## src/rtl/systolic_ctrl_if.sv

```systemverilog
// Signal bundle between the systolic array sequencer and the host, the operand buffers and the result collector.
interface systolic_ctrl_if #(
    parameter int N  = 4,
    parameter int KW = 9,
    parameter int RW = 2
);
    logic            start;
    logic [KW-1:0]   k_len;
    logic            busy;
    logic            done;
    logic            pe_clr;
    logic [N-1:0]    a_row_vld;
    logic [N*KW-1:0] a_k_idx;
    logic [N-1:0]    b_col_vld;
    logic [N*KW-1:0] b_k_idx;
    logic [RW-1:0]   rd_row;
    logic            rd_valid;
    logic            rd_ready;
    logic [2:0]      dbg_state;

    // Readout handshake: row rd_row transfers on a rising clk edge with rd_valid && rd_ready;
    // once raised, rd_valid stays high and rd_row stays put until that transfer happens.
    modport master (
        output start, k_len, rd_ready,
        input  busy, done, pe_clr, a_row_vld, a_k_idx, b_col_vld, b_k_idx,
               rd_row, rd_valid, dbg_state
    );

    modport slave (
        input  start, k_len, rd_ready,
        output busy, done, pe_clr, a_row_vld, a_k_idx, b_col_vld, b_k_idx,
               rd_row, rd_valid, dbg_state
    );
endinterface

```

## src/rtl/systolic_ctrl.sv

```systemverilog
// Job sequencer for an N x N systolic MAC array: clear, skewed operand feed, drain, row readout.
module systolic_ctrl #(
    parameter int N     = 4,
    parameter int K_MAX = 256,
    parameter int KW    = $clog2(K_MAX + 1),
    parameter int RW    = (N > 1) ? $clog2(N) : 1
) (
    input  logic           clk,
    input  logic           rst,
    systolic_ctrl_if.slave bus
);
    localparam int TW = $clog2(K_MAX + 2 * N);
    localparam logic [KW-1:0] K_SAT = KW'(K_MAX);

    typedef enum logic [2:0] {
        ST_IDLE  = 3'd0,
        ST_CLEAR = 3'd1,
        ST_FEED  = 3'd2,
        ST_DRAIN = 3'd3,
        ST_READ  = 3'd4
    } state_t;

    state_t          state, state_d;
    logic [TW-1:0]   t, t_d;
    logic [KW-1:0]   k, k_d;
    logic [RW-1:0]   row, row_d;
    logic [KW-1:0]   k_cap;
    logic [TW-1:0]   t_last;

    logic            busy_d, done_d, pe_clr_d, rd_valid_d;
    logic [N-1:0]    a_vld_d, b_vld_d;
    logic [N*KW-1:0] a_idx_d, b_idx_d;

    assign k_cap  = (int'(bus.k_len) > K_MAX) ? K_SAT : bus.k_len;
    assign t_last = TW'(k) + TW'(2 * N - 3);

    assign bus.rd_row    = row;
    assign bus.dbg_state = state;

    // Outputs are registered from next-state values so they line up with the state they describe.
    always_ff @(posedge clk) begin
        if (rst) begin
            state         <= ST_IDLE;
            t             <= '0;
            k             <= '0;
            row           <= '0;
            bus.busy      <= 1'b0;
            bus.done      <= 1'b0;
            bus.pe_clr    <= 1'b0;
            bus.rd_valid  <= 1'b0;
            bus.a_row_vld <= '0;
            bus.a_k_idx   <= '0;
            bus.b_col_vld <= '0;
            bus.b_k_idx   <= '0;
        end else begin
            state         <= state_d;
            t             <= t_d;
            k             <= k_d;
            row           <= row_d;
            bus.busy      <= busy_d;
            bus.done      <= done_d;
            bus.pe_clr    <= pe_clr_d;
            bus.rd_valid  <= rd_valid_d;
            bus.a_row_vld <= a_vld_d;
            bus.a_k_idx   <= a_idx_d;
            bus.b_col_vld <= b_vld_d;
            bus.b_k_idx   <= b_idx_d;
        end
    end

    always_comb begin
        state_d = state;
        t_d     = t;
        k_d     = k;
        row_d   = row;
        case (state)
            ST_IDLE: begin
                if (bus.start) begin
                    state_d = ST_CLEAR;
                    k_d     = k_cap;
                    t_d     = '0;
                end
            end
            ST_CLEAR: begin
                state_d = ST_FEED;
                t_d     = '0;
            end
            ST_FEED: begin
                if (t == t_last) begin
                    state_d = ST_DRAIN;
                    t_d     = '0;
                end else begin
                    t_d = t + 1'b1;
                end
            end
            ST_DRAIN: begin
                state_d = ST_READ;
                row_d   = '0;
            end
            ST_READ: begin
                if (bus.rd_ready) begin
                    if (row == RW'(N - 1)) begin
                        state_d = ST_IDLE;
                        row_d   = '0;
                    end else begin
                        row_d = row + 1'b1;
                    end
                end
            end
            default: state_d = ST_IDLE;
        endcase
    end

    // Lane i (row for A, column for B) carries reduction index t-i while 0 <= t-i < K.
    always_comb begin
        busy_d     = (state_d != ST_IDLE);
        done_d     = (state == ST_READ) && (state_d == ST_IDLE);
        pe_clr_d   = (state_d == ST_CLEAR);
        rd_valid_d = (state_d == ST_READ);
        a_vld_d    = '0;
        a_idx_d    = '0;
        b_vld_d    = '0;
        b_idx_d    = '0;
        if (state_d == ST_FEED) begin
            for (int i = 0; i < N; i++) begin
                if ((t_d >= TW'(i)) && ((t_d - TW'(i)) < TW'(k_d))) begin
                    a_vld_d[i]            = 1'b1;
                    b_vld_d[i]            = 1'b1;
                    a_idx_d[i*KW +: KW]   = KW'(t_d - TW'(i));
                    b_idx_d[i*KW +: KW]   = KW'(t_d - TW'(i));
                end
            end
        end
    end
endmodule

```

## src/flat_wrapper.sv

```systemverilog
// flat-port wrapper written by rule: the top's interface ports become plain ports
module systolic_ctrl_flat 
#(
    parameter int N     = 4,
    parameter int K_MAX = 256,
    parameter int KW    = $clog2(K_MAX + 1),
    parameter int RW    = (N > 1) ? $clog2(N) : 1
)
  (clk, rst, bus_start, bus_k_len, bus_rd_ready, bus_busy, bus_done, bus_pe_clr, bus_a_row_vld, bus_a_k_idx, bus_b_col_vld, bus_b_k_idx, bus_rd_row, bus_rd_valid, bus_dbg_state);
  systolic_ctrl_if #(.N(N), .KW(KW), .RW(RW)) bus_i ();
  input  logic clk;
  input  logic rst;
  input wire logic [$bits(bus_i.start)-1:0] bus_start;
  input wire logic [$bits(bus_i.k_len)-1:0] bus_k_len;
  input wire logic [$bits(bus_i.rd_ready)-1:0] bus_rd_ready;
  output wire logic [$bits(bus_i.busy)-1:0] bus_busy;
  output wire logic [$bits(bus_i.done)-1:0] bus_done;
  output wire logic [$bits(bus_i.pe_clr)-1:0] bus_pe_clr;
  output wire logic [$bits(bus_i.a_row_vld)-1:0] bus_a_row_vld;
  output wire logic [$bits(bus_i.a_k_idx)-1:0] bus_a_k_idx;
  output wire logic [$bits(bus_i.b_col_vld)-1:0] bus_b_col_vld;
  output wire logic [$bits(bus_i.b_k_idx)-1:0] bus_b_k_idx;
  output wire logic [$bits(bus_i.rd_row)-1:0] bus_rd_row;
  output wire logic [$bits(bus_i.rd_valid)-1:0] bus_rd_valid;
  output wire logic [$bits(bus_i.dbg_state)-1:0] bus_dbg_state;
  assign bus_i.start = bus_start;
  assign bus_i.k_len = bus_k_len;
  assign bus_i.rd_ready = bus_rd_ready;
  assign bus_busy = bus_i.busy;
  assign bus_done = bus_i.done;
  assign bus_pe_clr = bus_i.pe_clr;
  assign bus_a_row_vld = bus_i.a_row_vld;
  assign bus_a_k_idx = bus_i.a_k_idx;
  assign bus_b_col_vld = bus_i.b_col_vld;
  assign bus_b_k_idx = bus_i.b_k_idx;
  assign bus_rd_row = bus_i.rd_row;
  assign bus_rd_valid = bus_i.rd_valid;
  assign bus_dbg_state = bus_i.dbg_state;
  systolic_ctrl #(.N(N), .K_MAX(K_MAX), .KW(KW), .RW(RW)) u_core (.clk(clk), .rst(rst), .bus(bus_i));
endmodule
```

## config.mk

```make
export PLATFORM = sky130hd
export DESIGN_NAME = systolic_ctrl_flat
export DESIGN_NICKNAME = d
export VERILOG_FILES = /design/src/rtl/systolic_ctrl_if.sv /design/src/rtl/systolic_ctrl.sv /design/src/flat_wrapper.sv
export SDC_FILE = /design/constraint.sdc
export NUM_CORES = 1
export LEC_CHECK = 0
export ABC_AREA = 1
export BUFFER_PORTS_ARGS = -buffer_cell sky130_fd_sc_hd__buf_2
export CAP_MARGIN = 20
export CELL_PAD_IN_SITES_DETAIL_PLACEMENT = 1
export CELL_PAD_IN_SITES_GLOBAL_PLACEMENT = 1
export CORE_MARGIN = 2
export CORE_UTILIZATION = 41
export DETAILED_ROUTE_END_ITERATION = 10
export PLACE_DENSITY_LB_ADDON = 0.1
export SYNTH_ARGS = -nofsm -noshare
export SYNTH_HDL_FRONTEND = slang
export SYNTH_SLANG_ARGS = --single-unit
```

## constraint.sdc

```tcl
create_clock -name clk -period 6 [get_ports clk]
set_input_delay 0.3 -clock clk [delete_from_list [all_inputs] [get_ports clk]]
set_output_delay 0.3 -clock clk [all_outputs]
set_load 0.02 [all_outputs]
```

== After elaboration in Yosys (flattened, before gate mapping) ==
Cells that the tools add are included.
Widths: inputs -> output; s select.

* Input bits: 13
* Output and inout bits: 89
* Logic and storage cells: 76
* Bits in registers: 67

* Mux-type cells: 18
* Magnitude comparators: 9
* Add/subtract/negate cells: 6
* Equality and inequality tests: 10
* Reduce and logical (&&, ||, !) cells: 15
* Bitwise operators: 5

{| class="wikitable"
|+ Operators with widths
! kind !! number
|-
| $mux 9 || 5
|-
| $lt 9x9->1 || 4
|-
| $pmux 9 s3 || 1
|-
| $ge 9x1->1 const B || 2
|-
| $ge 9x2->1 const B || 2
|-
| $sub 9x2->9 const B || 2
|-
| $pmux 3 s5 || 1
|-
| $mux 3 || 4
|-
| $reduce_or 3->1 || 4
|-
| $add 9x1->9 const B || 1
|-
| $add 9x3->9 const B || 1
|-
| $eq 3x2->1 const B || 3
|-
| $eq 9x9->1 || 1
|-
| $gt 9x9->1 const B || 1
|-
| $sub 9x1->9 const B || 1
|-
| $eq 3x1->1 const B || 2
|-
| $eq 3x3->1 const B || 2
|-
| $logic_not 3->1 || 2
|-
| $logic_and 1x1->1 || 5
|-
| $not 1->1 || 5
|-
| $mux 1 || 4
|-
| $mux 2 || 2
|-
| $pmux 2 s2 || 1
|-
| $reduce_bool 3->1 || 1
|-
| other kinds (6) || 6
|}

== Logic depth before layout (Yosys ltp) ==
* Depth after elaboration: 9
* Depth in mapped cells: 30
* Mapped depth without buffers: 30

== Worst setup path before layout ==
Ideal clock, no wire load.

* Path kind: reg2reg
* From: reg u_core.k[0]
* To: reg u_core.bus.b_k_idx[19]
* Path slack: 2415 ps
* Path buffers: 0
* Data required time: 5865 ps
* Period minus slack after synthesis: 3585 ps
* Stages on the path, launching flop included: 30
* Arrival: 3450 ps
* Setup time: 135 ps
* Cells stage by stage: dfxtp_1 ha_1 nor2_1 nor2_2 nand2_1 nand2_1 nand2_1 nand2_1 nand2_1 nor2_4 nand2_4 nand3_1 o21ai_1 inv_1 ha_1 nand3_1 nor2_2 inv_2 o21ai_0 nand2_1 inv_1 ha_1 nand2_1 inv_1 nand3_1 nor3_1 nand2_1 nor3b_2 nand2_4 nor2_2

* Word-level cells in the longest chain between the ends: 9
* Elaborated cells between the ends (all ways): 16
* Those cells by class: add/sub: 2; order compare: 2; eq/ne: 2; mux: 6; bitwise: 2; reduce/logical: 2

{| class="wikitable"
|+ Ends and longest elaborated chain
! item !! line !! RTL
|-
| from (decl) || systolic_ctrl.sv:25 || <nowiki>logic [KW-1:0] k, k_d;</nowiki>
|-
| from (signal assigned) || systolic_ctrl.sv:58 || <nowiki>k <= k_d;</nowiki>
|-
| $add 9x3->9 (*) || systolic_ctrl.sv:35 || <nowiki>assign t_last = TW'(k) + TW'(2 * N - 3);</nowiki>
|-
| $eq 9x9->1 (*) || systolic_ctrl.sv:89 || <nowiki>if (t == t_last) begin</nowiki>
|-
| $mux 9 (*) || systolic_ctrl.sv:89 ||
|-
| $pmux 9 s3 (*) || systolic_ctrl.sv:76 || <nowiki>case (state)</nowiki>
|-
| net u_core.t_d[1] || systolic_ctrl.sv:24 || <nowiki>logic [TW-1:0] t, t_d;</nowiki>
|-
| $sub 9x2->9 || systolic_ctrl.sv:126, systolic_ctrl.sv:130 ||
|-
| $lt 9x9->1 || systolic_ctrl.sv:126 || <nowiki>if ((t_d >= TW'(i)) && ((t_d - TW'(i)) < TW'(k_d))) begin</nowiki>
|-
| $logic_and 1x1->1 || systolic_ctrl.sv:126 ||
|-
| $not 1->1 (no source line) || -- ||
|-
| $reduce_or 3->1 (no source line) || -- ||
|-
| to (signal assigned) || systolic_ctrl.sv:67 || <nowiki>bus.b_k_idx <= b_idx_d;</nowiki>
|-
| to (decl) || systolic_ctrl_if.sv:31 || <nowiki>output busy, done, pe_clr, a_row_vld, a_k_idx, b_col_vld, b_k_idx,</nowiki>
|}

Mark *: on every way through the listed nets, which the timed path passes. The rest lies on a longest branch.
A chain may end at the register's enable or synchronous reset.

== Worst setup path after layout ==
* From: reg u_core.k[0]
* To: reg u_core.bus.b_k_idx[9]

* Word-level cells in the longest chain between the ends: 9
* Elaborated cells between the ends (all ways): 16
* Those cells by class: add/sub: 2; order compare: 2; eq/ne: 2; mux: 6; bitwise: 2; reduce/logical: 2

{| class="wikitable"
|+ Ends and longest elaborated chain
! item !! line
|-
| $add 9x3->9 (*) || systolic_ctrl.sv:35
|-
| $eq 9x9->1 (*) || systolic_ctrl.sv:89
|-
| $mux 9 (*) || systolic_ctrl.sv:89
|-
| $pmux 9 s3 (*) || systolic_ctrl.sv:76
|-
| net u_core.t_d[1] || systolic_ctrl.sv:24
|-
| $sub 9x1->9 || systolic_ctrl.sv:126
|-
| $lt 9x9->1 || systolic_ctrl.sv:126
|-
| $logic_and 1x1->1 (*) || systolic_ctrl.sv:126
|-
| $not 1->1 (no source line) (*) || --
|-
| $reduce_or 3->1 (no source line) (*) || --
|}

Marked as above.

==> reports/qor.yml <==
status: "finished, final reports clean"
grt_pass1_wl_mm: 20.9
hold_violations: 0
p_seq_frac: 0.422
p_leak_nw: 2.59
final_common_cell: "nand2_1"
final.min_clock_period_ns: 4.36
dr.pass1.iters: 4
cts.path.max_buffers: 2
ys.flop_type: "dfxtp_1"
worstMarginPinSlew_ns: 1.05
syn_area_mm2: 0.00427
synthDistinctLibCells: 38
cts-root-buf: "clkbuf_8"
dieWidth_um: 106
relSlewSlack: 0.299
avgSynthCellArea_um2: 7.20
synthArstFlopShare: 0
placement_rows: 37
synth-seq-cells: 67
drt_iter0_markers: 131
holdBufCountCts: 0
worstPathRequired_ns: 6.26
postCtsSetupBuffers: 0
power_density_mw_per_mm2: 223
swShare: 0.302
p_int_uw: 759
start_kind: "register"
diodes: 0
path_class: "register to register"
p_switching_uw: 329
layout_common_cells: "nand2_1 (121), buf_2 (102), nor2_1 (90), dfxtp_1 (67), inv_1 (59)"
wirelength_mm: 13.1
clk_pin_slew_ns: 0.08
cts.sinks: 67
clock_power_share: 0.421
grt_use_total: 0.243
nets: 718
hp-class: "primary input to register"
cts_resized: 0
fill_cells: 1355
synth_top_area_cell: "dfxtp_1"
drive_gt1_frac: 0.260
worstPathArrival_ns: 4.62
hpwl_mm: 9.93
cts_buffers: 9
insertion_delay_ns: 0.38
period_share: 0.727
fmax_mhz: 229
initial_utilization: 0.417
end_kind: "register"
grt_pass1_vias: 4021
vias: 4044
post-route-drc-count: 0
whs_ns: 0.269
ant_nets: 0
die_y_um: 106
rsz0062_at_grt: "no"
io_pins: 102
fp.dieArea_mm2: 0.0112
core_mm2: 0.0102
grt_max_degree: 28
yosys_warnings: 0
synth_top_area_share: 0.314
ys_seq_area_frac: 0.314
routed_via_density: 5.02
htree_levels: 3
setup_tns_ns: 0
setup_viol: 0
syn-num-nets: 647
synth_area_leaders: "dfxtp_1 (31%), ha_1 (12%), nand2_1 (11%)"
cts_tree: "done"
p_comb_frac: 0.157
antenna_found_initial: 0
crit_path_max_fanout: 10
wl_per_cell_um: 16.3
area_delta_synth_final_pct: 14.4
synth-edff-count: 0
port_buffers: 101
synthCells: 593
drv_slew: 0
clock_skew_ns: 0.0175
ir_drop_mv: 0.153
design_area_mm2: 0.00488
place_area_mm2: 0.00465
maxCapViolCount: 0
grt-ovfl-total: 0
gp_congestion: 0.944
worst max-delay path, stage by stage, from the launching register on:
cell and delay (ns):
dfxtp_1 0.40, ha_1 0.23, inv_1 0.05, nand2_1 0.14, nand2_1 0.08, nand2_1 0.09, nand2_1 0.06, nor2_1 0.14
nand3_1 0.15, nor2_4 0.13, nand2_4 0.11, nand3_1 0.09, o21ai_1 0.24, inv_1 0.29, ha_1 0.24, nand3_1 0.12
nor2_2 0.23, nand2_1 0.13, xor2_1 0.21, inv_1 0.07, ha_1 0.27, nand2_1 0.05, nor2_1 0.17, nand2_1 0.10
o211ai_1 0.11, nor2_1 0.09, nand2_2 0.18, nor2_1 0.07
routing by layer:
metal | wire length [µm] | vias up | share of wire | global-route usage
met2 | 6040 | 127 | 0.46 | 0.398
met4 | 255 | 0 | 0.019 | 0.0930
met1 | 6090 | 1913 | 0.46 | 0.320
met3 | 727 | 23 | 0.055 | 0.0417
met5 | 0 | - | 0 | 0
li1 | - | 1981 | - | -
state kept, by name, summed over array words and instances, names as in the netlist:
register,flops
u_core.k,9
u_core.bus.a_row_vld,4
u_core.bus.pe_clr,1
u_core.bus.rd_valid,1
u_core.bus.dbg_state,3
u_core.bus.rd_row,2
u_core.t,9
u_core.bus.busy,1
u_core.bus.done,1
u_core.bus.b_k_idx,36
synth_stat cells, drive strengths merged (5+ instances only):
master and n:
nand2 142, nor2 111, dfxtp 67, inv 67, buf 41, ha 41, nand3 41, a21oi 26
xor2 10, o21ai 9, nor3 7, a31oi 5
power groups by stage:
stage	Combinational, mW	Sequential [mW]	Clock [mW]
3_3_place_gp	0.160	0.470	0
2_1_floorplan	0.110	0.474	0
6_report	0.171	0.459	0.458
5_1_grt	0.192	0.461	0.489
3_5_place_dp	0.168	0.470	0
4_1_cts	0.170	0.459	0.463
per-stage QoR:
stage	setup WS, ns	util	power (mW)	instances
2_1_floorplan	2.41	-	0.583	593
3_3_place_gp	1.89	0.454	0.630	788
3_5_place_dp	1.74	0.454	0.638	788
4_1_cts	1.68	0.477	1.09	804
5_1_grt	1.26	0.477	1.14	805
6_report	1.64	0.477	1.09	805
final timing paths:
path | depth (start not counted) | slack (ns) | to | start
worst min-delay path | 4 | 0.27 | u_core.bus.rd_row[1] | bus_rd_ready
worst max register to register | 27 | 1.64 | u_core.bus.b_k_idx[9] | u_core.k[0]
worst max-delay path | 27 | 1.64 | u_core.bus.b_k_idx[9] | u_core.k[0]
worst min register to register | 2 | 0.51 | u_core.bus.rd_row[1] | u_core.bus.rd_row[1]
layout make-up:
cell class	instances	area (µm²)	share of cell area
Clock buffer	10	138	0.0282
Clock inverter	6	96.3	0.0197
Inverter	69	260	0.0533
Multi-Input combinational cell	413	2350	0.482
Sequential cell	67	1340	0.275
Tap cell	136	170	0.0348
Timing Repair Buffer	104	526	0.108
logic make-up (layout without fill, tap and decap cells):
kind of cell | count (synthesis) | count (layout) | synth area share
buf+inv | 113 | 189 | 0.135
fa+ha+maj | 41 | 41 | 0.120
xor+xnor | 13 | 13 | 0.0267
compound gates | 49 | 49 | 0.0683
simple gates | 310 | 310 | 0.336
flops | 67 | 67 | 0.314
No activity file was read; power rests on OpenSTA's default activity.
